[src/rtl/mem_stage_pkg.sv]
// Shared encodings and stage bundles for the memory pipeline stage.
// The pipeline fields are grouped into structs so hold and writeback registers move as one unit.
package mem_stage_pkg;

  typedef enum logic [1:0] {
    MEM_NONE = 2'b00,
    MEM_LD   = 2'b01,
    MEM_ST   = 2'b10
  } mem_ctrl_e;

  typedef enum logic [1:0] {
    TRD_NONE  = 2'b00,
    TRD_KILL  = 2'b01,
    TRD_SLEEP = 2'b10,
    TRD_WAKE  = 2'b11
  } trd_ctrl_e;

  typedef enum logic {
    ST_IDLE = 1'b0,
    ST_BUSY = 1'b1
  } mem_state_e;

  // Everything the stage needs from execute. Only the word address is kept.
  typedef struct packed {
    logic [29:0] waddr;
    logic [31:0] ins;
    logic [31:0] pc;
    logic [31:0] data;
    logic [4:0]  reg_wr;
    logic        wr_en;
    logic        wb_sel;
    logic [1:0]  mem_ctrl;
    logic [1:0]  trd_ctrl;
  } stage_t;

  // Everything writeback sees.
  typedef struct packed {
    logic [31:0] pc;
    logic [31:0] ins;
    logic [31:0] data;
    logic [4:0]  reg_wr;
    logic        wr_en;
  } wb_t;

  function automatic logic is_load(input logic [1:0] ctrl);
    return ctrl == MEM_LD;
  endfunction

  function automatic logic is_store(input logic [1:0] ctrl);
    return ctrl == MEM_ST;
  endfunction

  // The encoding 2'b11 is illegal and behaves as no access.
  function automatic logic is_access(input logic [1:0] ctrl);
    return is_load(ctrl) || is_store(ctrl);
  endfunction

endpackage

[src/rtl/mem_stage_dmem_if_fsm.sv]
// Data-memory handshake: IDLE/BUSY state machine, hold registers and timeout counter.
// Decides when the instruction in the stage retires and resolves its writeback value.
module dmem_if_fsm
  import mem_stage_pkg::*;
#(
  parameter int TIMEOUT_CYC = 255,
  parameter int TRD_W       = 3
) (
  input  logic             clk,
  input  logic             rst,
  input  logic             flush_i,
  input  stage_t           stage_i,
  input  logic [TRD_W-1:0] trd_i,
  input  logic [TRD_W-1:0] obj_trd_i,
  input  logic             misalign_i,
  output logic             dmem_req_o,
  output logic             dmem_we_o,
  output logic [31:0]      dmem_addr_o,
  output logic [31:0]      dmem_wdata_o,
  input  logic             dmem_ack_i,
  input  logic [31:0]      dmem_rdata_i,
  output logic             stall_o,
  output logic             retire_o,
  output logic             abort_o,
  output wb_t              ret_o,
  output logic [1:0]       ret_trd_ctrl_o,
  output logic [TRD_W-1:0] ret_trd_o,
  output logic [TRD_W-1:0] ret_obj_o
);

  localparam int CNT_W = $clog2(TIMEOUT_CYC + 1);
  localparam logic [CNT_W-1:0] CNT_LAST = CNT_W'(TIMEOUT_CYC - 1);

  mem_state_e       state_q, state_d;
  stage_t           hold_q, hold_d;
  logic [TRD_W-1:0] hold_trd_q, hold_trd_d;
  logic [TRD_W-1:0] hold_obj_q, hold_obj_d;
  logic [CNT_W-1:0] cnt_q, cnt_d;

  stage_t           cur;
  logic [TRD_W-1:0] cur_trd, cur_obj;
  logic             req, stall, retire, abort;

  // NOTE: every signal written here gets a default first, so no path leaves a latch behind.
  always_comb begin
    state_d    = state_q;
    hold_d     = hold_q;
    hold_trd_d = hold_trd_q;
    hold_obj_d = hold_obj_q;
    cnt_d      = '0;
    cur        = stage_i;
    cur_trd    = trd_i;
    cur_obj    = obj_trd_i;
    req        = 1'b0;
    stall      = 1'b0;
    retire     = 1'b0;
    abort      = 1'b0;

    if (state_q == ST_BUSY) begin
      // A started access always finishes; flush is not looked at here.
      cur     = hold_q;
      cur_trd = hold_trd_q;
      cur_obj = hold_obj_q;
      req     = 1'b1;
      cnt_d   = (cnt_q == '1) ? cnt_q : cnt_q + 1'b1;
      if (dmem_ack_i) begin
        retire  = 1'b1;
        state_d = ST_IDLE;
        cnt_d   = '0;
      end else if (cnt_q == CNT_LAST) begin
        retire  = 1'b1;
        abort   = 1'b1;
        state_d = ST_IDLE;
        cnt_d   = '0;
      end else begin
        stall = 1'b1;
      end
    end else if (!flush_i) begin
      retire = 1'b1;
      if (is_access(stage_i.mem_ctrl)) begin
        if (misalign_i) begin
          abort = 1'b1;
        end else begin
          req = 1'b1;
          if (!dmem_ack_i) begin
            retire     = 1'b0;
            stall      = 1'b1;
            state_d    = ST_BUSY;
            hold_d     = stage_i;
            hold_trd_d = trd_i;
            hold_obj_d = obj_trd_i;
          end
        end
      end
    end
  end

  always_comb begin
    ret_o        = '0;
    ret_o.pc     = cur.pc;
    ret_o.ins    = cur.ins;
    ret_o.reg_wr = cur.reg_wr;
    if (abort) begin
      ret_o.data  = '0;
      ret_o.wr_en = 1'b0;
    end else if (is_load(cur.mem_ctrl)) begin
      ret_o.data  = dmem_rdata_i;
      ret_o.wr_en = cur.wr_en;
    end else if (is_store(cur.mem_ctrl)) begin
      ret_o.data  = cur.data;
      ret_o.wr_en = 1'b0;
    end else begin
      ret_o.data  = cur.data;
      ret_o.wr_en = cur.wr_en & ~cur.wb_sel;
    end
  end

  // Reset is folded into the combinational outputs so an abandoned request drops at once.
  assign dmem_req_o     = req & ~rst;
  assign stall_o        = stall & ~rst;
  assign dmem_we_o      = dmem_req_o & is_store(cur.mem_ctrl);
  assign dmem_addr_o    = dmem_req_o ? {cur.waddr, 2'b00} : '0;
  assign dmem_wdata_o   = dmem_req_o ? cur.data : '0;
  assign retire_o       = retire;
  assign abort_o        = abort;
  assign ret_trd_ctrl_o = cur.trd_ctrl;
  assign ret_trd_o      = cur_trd;
  assign ret_obj_o      = cur_obj;

  // NOTE: state uses non-blocking assignments only; the hold registers are plain flops and
  // are reset along with everything else so no stale request fields survive a reset.
  always_ff @(posedge clk or posedge rst) begin
    if (rst) begin
      state_q    <= ST_IDLE;
      hold_q     <= '0;
      hold_trd_q <= '0;
      hold_obj_q <= '0;
      cnt_q      <= '0;
    end else begin
      state_q    <= state_d;
      hold_q     <= hold_d;
      hold_trd_q <= hold_trd_d;
      hold_obj_q <= hold_obj_d;
      cnt_q      <= cnt_d;
    end
  end

endmodule

[src/rtl/mem_stage.sv]
// Pipeline memory stage: data-memory access, thread commands and the *_wb registers.
// Build option MEM_ALIGN_CHECK_EN rejects misaligned accesses instead of truncating the address.
module mem_stage
  import mem_stage_pkg::*;
#(
  parameter int TIMEOUT_CYC = 255,
  parameter int TRD_W       = 3
) (
  input  logic             clk,
  input  logic             rst,
  input  logic [31:0]      addr_mem,
  input  logic [31:0]      ins_mem,
  input  logic [31:0]      pc_mem,
  input  logic [31:0]      exe_data_mem,
  input  logic [TRD_W-1:0] trd_mem,
  input  logic [4:0]       reg_wr_mem,
  input  logic             wr_en_mem,
  input  logic             wb_sel_mem,
  input  logic [1:0]       mem_ctrl_mem,
  input  logic [1:0]       trd_ctrl_mem,
  input  logic [TRD_W-1:0] obj_trd_mem,
  input  logic             flushMEM,
  output logic             dmem_req,
  output logic             dmem_we,
  output logic [31:0]      dmem_addr,
  output logic [31:0]      dmem_wdata,
  input  logic             dmem_ack,
  input  logic [31:0]      dmem_rdata,
  output logic             trd_cmd_en,
  output logic [1:0]       trd_cmd,
  output logic [TRD_W-1:0] trd_cmd_id,
  output logic             stall_mem,
  output logic             mem_err,
  output logic [31:0]      pc_wb,
  output logic [31:0]      ins_wb,
  output logic [TRD_W-1:0] trd_wb,
  output logic [4:0]       reg_wr_wb,
  output logic [31:0]      wb_data_wb,
  output logic             wr_en_wb
);

  stage_t           stage;
  logic             misalign;
  logic             retire, abort;
  wb_t              ret;
  logic [1:0]       ret_trd_ctrl;
  logic [TRD_W-1:0] ret_trd, ret_obj;

  assign stage = '{
    waddr:    addr_mem[31:2],
    ins:      ins_mem,
    pc:       pc_mem,
    data:     exe_data_mem,
    reg_wr:   reg_wr_mem,
    wr_en:    wr_en_mem,
    wb_sel:   wb_sel_mem,
    mem_ctrl: mem_ctrl_mem,
    trd_ctrl: trd_ctrl_mem
  };

`ifdef MEM_ALIGN_CHECK_EN
  assign misalign = (addr_mem[1:0] != 2'b00);
`else
  assign misalign = 1'b0;
`endif

  dmem_if_fsm #(
    .TIMEOUT_CYC(TIMEOUT_CYC),
    .TRD_W      (TRD_W)
  ) u_dmem_if (
    .clk           (clk),
    .rst           (rst),
    .flush_i       (flushMEM),
    .stage_i       (stage),
    .trd_i         (trd_mem),
    .obj_trd_i     (obj_trd_mem),
    .misalign_i    (misalign),
    .dmem_req_o    (dmem_req),
    .dmem_we_o     (dmem_we),
    .dmem_addr_o   (dmem_addr),
    .dmem_wdata_o  (dmem_wdata),
    .dmem_ack_i    (dmem_ack),
    .dmem_rdata_i  (dmem_rdata),
    .stall_o       (stall_mem),
    .retire_o      (retire),
    .abort_o       (abort),
    .ret_o         (ret),
    .ret_trd_ctrl_o(ret_trd_ctrl),
    .ret_trd_o     (ret_trd),
    .ret_obj_o     (ret_obj)
  );

  wb_t              wb_q, wb_d;
  logic [TRD_W-1:0] trd_wb_q, trd_wb_d;
  logic             cmd_en_q, cmd_en_d;
  logic [1:0]       cmd_q, cmd_d;
  logic [TRD_W-1:0] cmd_id_q, cmd_id_d;
  logic             err_q, err_d;

  // Anything that does not retire this cycle (stall, flush) leaves a zero bubble in WB.
  // The thread command fires only on retirement, so a stalled instruction pulses once.
  always_comb begin
    wb_d     = '0;
    trd_wb_d = '0;
    cmd_en_d = 1'b0;
    cmd_d    = TRD_NONE;
    cmd_id_d = '0;
    err_d    = abort;
    if (retire) begin
      wb_d     = ret;
      trd_wb_d = ret_trd;
      if (ret_trd_ctrl != TRD_NONE) begin
        cmd_en_d = 1'b1;
        cmd_d    = ret_trd_ctrl;
        cmd_id_d = ret_obj;
      end
    end
  end

  always_ff @(posedge clk or posedge rst) begin
    if (rst) begin
      wb_q     <= '0;
      trd_wb_q <= '0;
      cmd_en_q <= 1'b0;
      cmd_q    <= TRD_NONE;
      cmd_id_q <= '0;
      err_q    <= 1'b0;
    end else begin
      wb_q     <= wb_d;
      trd_wb_q <= trd_wb_d;
      cmd_en_q <= cmd_en_d;
      cmd_q    <= cmd_d;
      cmd_id_q <= cmd_id_d;
      err_q    <= err_d;
    end
  end

  assign pc_wb      = wb_q.pc;
  assign ins_wb     = wb_q.ins;
  assign wb_data_wb = wb_q.data;
  assign reg_wr_wb  = wb_q.reg_wr;
  assign wr_en_wb   = wb_q.wr_en;
  assign trd_wb     = trd_wb_q;
  assign trd_cmd_en = cmd_en_q;
  assign trd_cmd    = cmd_q;
  assign trd_cmd_id = cmd_id_q;
  assign mem_err    = err_q;

endmodule

[config.mk]
export PLATFORM = sky130hd
export DESIGN_NAME = mem_stage
export DESIGN_NICKNAME = d
export VERILOG_FILES = /design/src/rtl/mem_stage_pkg.sv /design/src/rtl/mem_stage_dmem_if_fsm.sv /design/src/rtl/mem_stage.sv
export SDC_FILE = /design/constraint.sdc
export NUM_CORES = 1
export LEC_CHECK = 0
export CORE_MARGIN = 3
export CORE_UTILIZATION = 49
export CTS_BUF_LIST = sky130_fd_sc_hd__clkbuf_8
export CTS_CLUSTER_DIAMETER = 50
export DETAILED_ROUTE_END_ITERATION = 10
export PLACE_DENSITY = 0.82
export SYNTH_ARGS = -nofsm -noshare
export SYNTH_HDL_FRONTEND = slang
export SYNTH_HIERARCHICAL = 1
export SYNTH_SLANG_ARGS = --single-unit
[constraint.sdc]
create_clock -name clk -period 8.7 [get_ports clk]
set_clock_uncertainty 0.15 [all_clocks]
set_input_delay 1.74 -clock clk [delete_from_list [all_inputs] [get_ports clk]]
set_output_delay 1.74 -clock clk [all_outputs]
set_load 0.01 [all_outputs]
==> run_results.csv, run 1 <==
group,metric,value,unit
grt,grtUsageTotal,22.0,%
job,max-cap-violations,0,
detailed_routing,ant_nets,0,
yosys,synth_cell_types,34,
setup_path,endpoint_kind,"primary output",
clock_tree,clock_sinks,264,
min_path,worstHoldPathType,"flop to flop",
clock_tree,ctsResizeCount,0,
yosys,ys_seq_area_share,54.1,%
timing,max_slew.worst_pin.slew,1.21,ns
yosys,synthCells,912,
yosys,synth_top_area_share,54.1,%
detailed_routing,via_per_inst,5.07,
detailed_routing,drt_iter0_drc,432,
grt,grt_overflow,0,
timing,min_period_over_period,71.1,%
floorplanning,die_y,164,um
clock_tree,insertion_delay,0.54,ns
pwr,vdd_drop_max,0.000127,V
place,portBuffers,355,
grt,first_global_vias,8756,
floorplanning,die_w,164,um
clock_tree,clock_path_buffers,3,
timing,layout_min_cycle_time,6.18,ns
layout,drive_above_1_share,20.3,%
timing,setup_viol,0,
detailed_routing,wl,30.2,mm
floorplanning,rows,57,
floorplanning,die_area,26900,um^2
layout,multi_input_area,5160,um^2
clock_tree,numCtsBuffers,45,
detailed_routing,drt_first_pass_iters,4,
grt,antenna_found_initial,1,
place,gp_congestion,0.810,
grt,grt_max_degree,146,
yosys,syn_area_per_cell,13.4,um^2
clock_tree,postCtsHoldBufs,0,
layout,nNetsFinal,1446,
floorplanning,io-pin-count,360,
yosys,yosys_warnings,6,
layout,final_cell_mix,"355 x clkdlybuf4s50_1, 263 x dfrtp_1, 107 x and2_1",
grt,grt_pass1_wl,47.1,mm
clock_tree,postCtsSetupRepairBufs,0,
timing,hold_slack,0.338,ns
clock_tree,clkTransAtPathRegs,0.06,ns
layout,ff_latch_area,6610,um^2
detailed_routing,wl_per_cell,18.6,um
timing,hold_viol_final,0,
setup_path,critPathKind,"input pin to primary output",
timing,worst_slack,2.52,ns
clock_tree,cts_max_level,2,
setup_path,r2r_cells,5,
yosys,ys_ff_latch,264,
setup_path,startpoint_type,"input pin",
timing,rsz0062_at_grt,"no",
floorplanning,core-area,24400,um^2
timing,max_freq,0.162,GHz
timing,slew_headroom,19.5,%
min_path,holdPathStages,1,
pwr,leakagePower,7.48,nW
layout,finish.utilization,68.6,%
place,pre_cts_slack,2.53,ns
pwr,p_per_area,204,nW/um^2
detailed_routing,drc_errors,0,
yosys,synth_top_area_cell,"dfrtp_1",
clock_tree,cts_root_buffer,"clkbuf_8",
run_status,outcome,"complete, no violations",
setup_path,worstPathArrival,4.29,ns
timing,tns,0,ns
floorplanning,initial_core_util,50.1,%
yosys,synth_area,12200,um^2
layout,layout_commonest_cell,"clkdlybuf4s50_1",
timing,finalMaxSlewViolations,0,
layout,fillers,1809,
layout,area_delta_synth_final,37.0,%
place,dp_hpwl,19.6,mm
clock_tree,cts_tree,"built",
setup_path,required,6.81,ns
yosys,synth_area_leaders,"dfrtp_1 54%, mux2_4 12%, mux2_2 7.7%",
detailed_routing,vias,8224,
setup_path,path_max_fanout,64,
per-layer routing:
metal / global-route usage [%] / vias to the layer above / share of wire, %
met5: 0 / - / 0
met4: 6.69 / 0 / 2.5
met3: 5.83 / 51 / 6.8
met2: 37.1 / 269 / 49
met1: 27.8 / 4063 / 42
li1: - / 3841 / -
sequential cells by signal, summed over array words and instances, names as in the netlist, 2 cells and up:
signal and flops:
ins_wb 32, pc_wb 32, reg_wr_wb 5, trd_cmd 2
trd_cmd_id 3, trd_wb 3, u_dmem_if/cnt_q 8, u_dmem_if/hold_obj_q 3
u_dmem_if/hold_q 137, u_dmem_if/hold_trd_q 3, wb_data_wb 32
cells by family (layout without fill, tap and decap cells):
group,count (synthesis),count (layout),share of synthesized area (%)
muxes,281,281,28.4
DFF,264,264,54.1
and+or+nand+nor,237,237,9.91
buffers and inverters,69,452,3.93
AOI/OAI and AO/OA,55,55,3.30
adders and majority gates,2,2,0.205
other,2,6,0.0615
xor gates and xnor gates,2,2,0.143
report_power, final:
group / switching (mW) / internal [mW] / leakage, nW
logic: 0.274 / 0.474 / 3.65
clock network: 0.497 / 0.595 / 0.529
registers: 0.115 / 1.46 / 3.30
worst max-delay path, stage by stage:
cell             delay, ns
clkdlybuf4s50_1       0.56
xor2_1                0.38
nor3b_1               0.38
o21ai_4               0.07
buf_4                 0.36
nor2_1                0.22
clkdlybuf4s50_1       0.56
final cells by class:
| cell class | count | share of cell area [%] |
|---|---|---|
| Antenna cell | 1 | 0.0150 |
| Clock buffer | 54 | 4.44 |
| Clock inverter | 28 | 0.912 |
| Inverter | 6 | 0.179 |
| Multi-Input combinational cell | 582 | 30.8 |
| Sequential cell | 264 | 39.5 |
| Tap cell | 324 | 2.42 |
| Timing Repair Buffer | 364 | 21.7 |
cell usage after synthesis (all sizes together):
cell type / instances
o21ai: 4
and2: 107
nor3b: 3
a21oi: 4
mux2: 219
a211oi: 37
and4: 1
ha: 2
conb: 2
nor2: 104
buf: 52
mux2i: 62
inv: 6
nor3: 6
o211a: 3
xor2: 1
nand3: 4
nand2b: 4
nand2: 3
o21a: 3
dfrtp: 264
and3: 2
a31oi: 4
clkbuf: 11
nand3b: 1
nand4: 2
xnor2: 1
path summary, 6_finish.rpt:
| check | to | startpoint | slack (ns) |
|---|---|---|---|
| max | dmem_wdata[16] | mem_ctrl_mem[0] | 2.52 |
| min | u_dmem_if/hold_q[9]$_DFFE_PP0P_ | u_dmem_if/hold_q[9]$_DFFE_PP0P_ | 0.34 |
| max reg2reg | u_dmem_if/hold_q[8]$_DFFE_PP0P_ | u_dmem_if/state_q$_DFF_PP0_ | 5.24 |
| min reg2reg | u_dmem_if/hold_q[9]$_DFFE_PP0P_ | u_dmem_if/hold_q[9]$_DFFE_PP0P_ | 0.34 |
| max in group asynchronous | u_dmem_if/hold_q[30]$_DFFE_PP0P_ | rst | 5.19 |
| min in group asynchronous | u_dmem_if/hold_obj_q[0]$_DFFE_PP0P_ | rst | 1.69 |
per-stage QoR:
| step | instance area [um^2] | power, mW | cells |
|---|---|---|---|
| after CTS | 16700 | 3.45 | 1622 |
| after global routing | 16700 | 3.59 | 1623 |
| after detailed placement | 15800 | 2.34 | 1540 |
| after floorplan | 12200 | 2.02 | 915 |
| after global placement | 15800 | 2.31 | 1540 |
| final | 16700 | 3.41 | 1623 |
No activity file was read; power rests on OpenSTA's default activity.
==> run 2, diff against run 1 <==
Settings changed: CORE_UTILIZATION 49 to 44, PLACE_DENSITY 0.82 to 0.78.
Clock period 8.7 ns to 5.2 ns, I/O delays scaled along.
==> run_results.csv, run 2 (same netlist as run 1, synthesis figures left out) <==
group,metric,value,unit
layout,final_cell_mix,"355 x clkdlybuf4s50_1, 263 x dfrtp_1, 107 x and2_1",
timing,max_freq,0.208,GHz
floorplanning,rows,60,
setup_path,r2r_cells,5,
grt,grt_pass1_wl,48.9,mm
setup_path,crit_chain,"clkdlybuf4s50_1 -> xor2_1 -> nor3b_1 -> o21ai_4 -> buf_12 -> nor2_1 -> clkdlybuf4s50_1",
detailed_routing,drc_errors,0,
timing,max_slew.worst_pin.slew,1.14,ns
setup_path,r2r-end,"u_dmem_if/hold_q[87]$_DFFE_PP0P_",
floorplanning,initial_core_util,45.1,%
setup_path,cp_common_cell,"clkdlybuf4s50_1",
run_status,outcome,"complete, no violations",
clock_tree,insertion_delay,0.54,ns
detailed_routing,vias,8228,
floorplanning,die_area,29800,um^2
setup_path,critPathTopFamily,"buffers and inverters",
place,gp_congestion,0.771,
detailed_routing,drt_iter0_drc,439,
setup_path,cp_slowest_stage_delay,0.56,ns
clock_tree,numCtsBuffers,46,
grt,first_global_vias,8887,
detailed_routing,drt_first_pass_iters,4,
pwr,vdd_drop_max,0.000165,V
clock_tree,clock_path_buffers,3,
min_path,min_to,"u_dmem_if/hold_q[0]$_DFFE_PP0P_",
grt,antenna_found_initial,1,
clock_tree,clkTransAtPathRegs,0.06,ns
grt,grt_max_degree,153,
min_path,holdPathStages,1,
job,max-cap-violations,0,
clock_tree,postCtsHoldBufs,0,
layout,regMostFlops,"u_dmem_if/hold_q",
timing,layout_min_cycle_time,4.81,ns
place,dp_hpwl,20.1,mm
layout,fillers,2132,
timing,min_period_over_period,92.5,%
floorplanning,die_w,173,um
floorplanning,core-area,27100,um^2
min_path,hp-start,"u_dmem_if/hold_q[0]$_DFFE_PP0P_",
timing,rsz0062_at_grt,"no",
setup_path,r2r-start,"u_dmem_if/state_q$_DFF_PP0_",
setup_path,path_max_fanout,42,
grt,grt_overflow,0,
clock_tree,postCtsSetupRepairBufs,0,
pwr,leakagePower,7.48,nW
detailed_routing,ant_nets,0,
layout,largest_reg_flops,137,
setup_path,endpoint_kind,"primary output",
layout,area_delta_synth_final,38.0,%
setup_path,worstPathArrival,3.62,ns
pwr,p_per_area,340,nW/um^2
timing,worst_slack,0.392,ns
timing,finalMaxSlewViolations,0,
place,portBuffers,355,
setup_path,required,4.01,ns
timing,tns,0,ns
clock_tree,cts_tree,"built",
setup_path,r2r_slack,1.69,ns
floorplanning,io-pin-count,360,
layout,drive_above_1_share,20.5,%
setup_path,critPathBufInv,3,
setup_path,critPathKind,"input pin to primary output",
detailed_routing,wl,30.3,mm
clock_tree,cts_max_level,2,
timing,slew_headroom,23.9,%
layout,nNetsFinal,1448,
grt,grtUsageTotal,20.1,%
timing,hold_slack,0.338,ns
place,pre_cts_slack,0.420,ns
floorplanning,die_y,173,um
timing,hold_viol_final,0,
setup_path,startpoint_type,"input pin",
min_path,worstHoldPathType,"flop to flop",
setup_path,crit_path_top_delay_cell,"clkdlybuf4s50_1",
clock_tree,ctsResizeCount,0,
clock_tree,clock_sinks,264,
clock_tree,cts_root_buffer,"clkbuf_8",
detailed_routing,wl_per_cell,18.2,um
detailed_routing,via_per_inst,4.94,
timing,setup_viol,0,
layout,layout_commonest_cell,"clkdlybuf4s50_1",
[run 2: cell types whose count changed in the layout (fill, tap and decap cells not counted)]
cell / change
buf_4: -2
clkinvlp_4: +1
bufinv_16: -1
inv_1: -6
clkbuf_8: +6
o21a_4: +1
clkinv_2: -4
inv_6: -1
buf_12: +3
o21a_2: -1
[run 2: worst reg2reg max path: cells and delay by family, from the launching register on]
kind	cells	cell delay (ns)
buf+inv	2	1.44
flops	1	0.97
mux	1	0.44
simple gates	2	0.39
[run 2: report_power, final]
| part | switching, mW | internal, mW | total, mW |
|---|---|---|---|
| registers | 0.192 | 2.44 | 2.63 |
| clock network | 0.813 | 1.03 | 1.84 |
| logic | 0.460 | 0.796 | 1.26 |
| total | 1.47 | 4.26 | 5.72 |
[run 2: area by class of cell]
| class | count | area (um^2) | area share (%) |
|---|---|---|---|
| Clock inverter | 17 | 80.1 | 0.475 |
| Antenna cell | 1 | 2.50 | 0.0148 |
| Tap cell | 372 | 465 | 2.76 |
| Sequential cell | 264 | 6610 | 39.2 |
| Timing Repair Buffer | 365 | 3680 | 21.8 |
| Clock buffer | 60 | 826 | 4.90 |
| Multi-Input combinational cell | 582 | 5160 | 30.6 |
| Inverter | 6 | 28.8 | 0.171 |
[run 2: how the worst max path moves through the flow]
| stage | from | to | slack (ns) | cells past startpoint |
|---|---|---|---|---|
| floorplan | rst | dmem_addr[23] | -0.12 | 4 |
| finish | mem_ctrl_mem[0] | dmem_addr[30] | 0.39 | 7 |
| CTS | mem_ctrl_mem[0] | dmem_addr[30] | 0.40 | 7 |
| global route | mem_ctrl_mem[0] | dmem_addr[30] | 0.25 | 7 |
| global placement | mem_ctrl_mem[0] | dmem_wdata[31] | 0.52 | 7 |
| detailed placement | mem_ctrl_mem[0] | dmem_addr[30] | 0.42 | 7 |
[run 2: stage by stage]
stage                     total power [mW]  cells  instance area, um^2  util, %
final                                 5.73   1667                16900     62.2
after global routing                  6.03   1667                16900     62.2
after CTS                             5.81   1666                16900     62.2
after detailed placement              3.92   1589                15900     58.8
after global placement                3.87   1589                15900     58.8
after floorplan                       3.39    915                12200        -
[run 2: routing by layer]
layer | vias to the layer above | global-route usage (%) | wire (um)
met5 | - | 0 | 0
met2 | 273 | 33.6 | 14800
met3 | 54 | 5.27 | 1970
li1 | 3839 | - | -
met4 | 0 | 5.75 | 772
met1 | 4062 | 25.9 | 12700
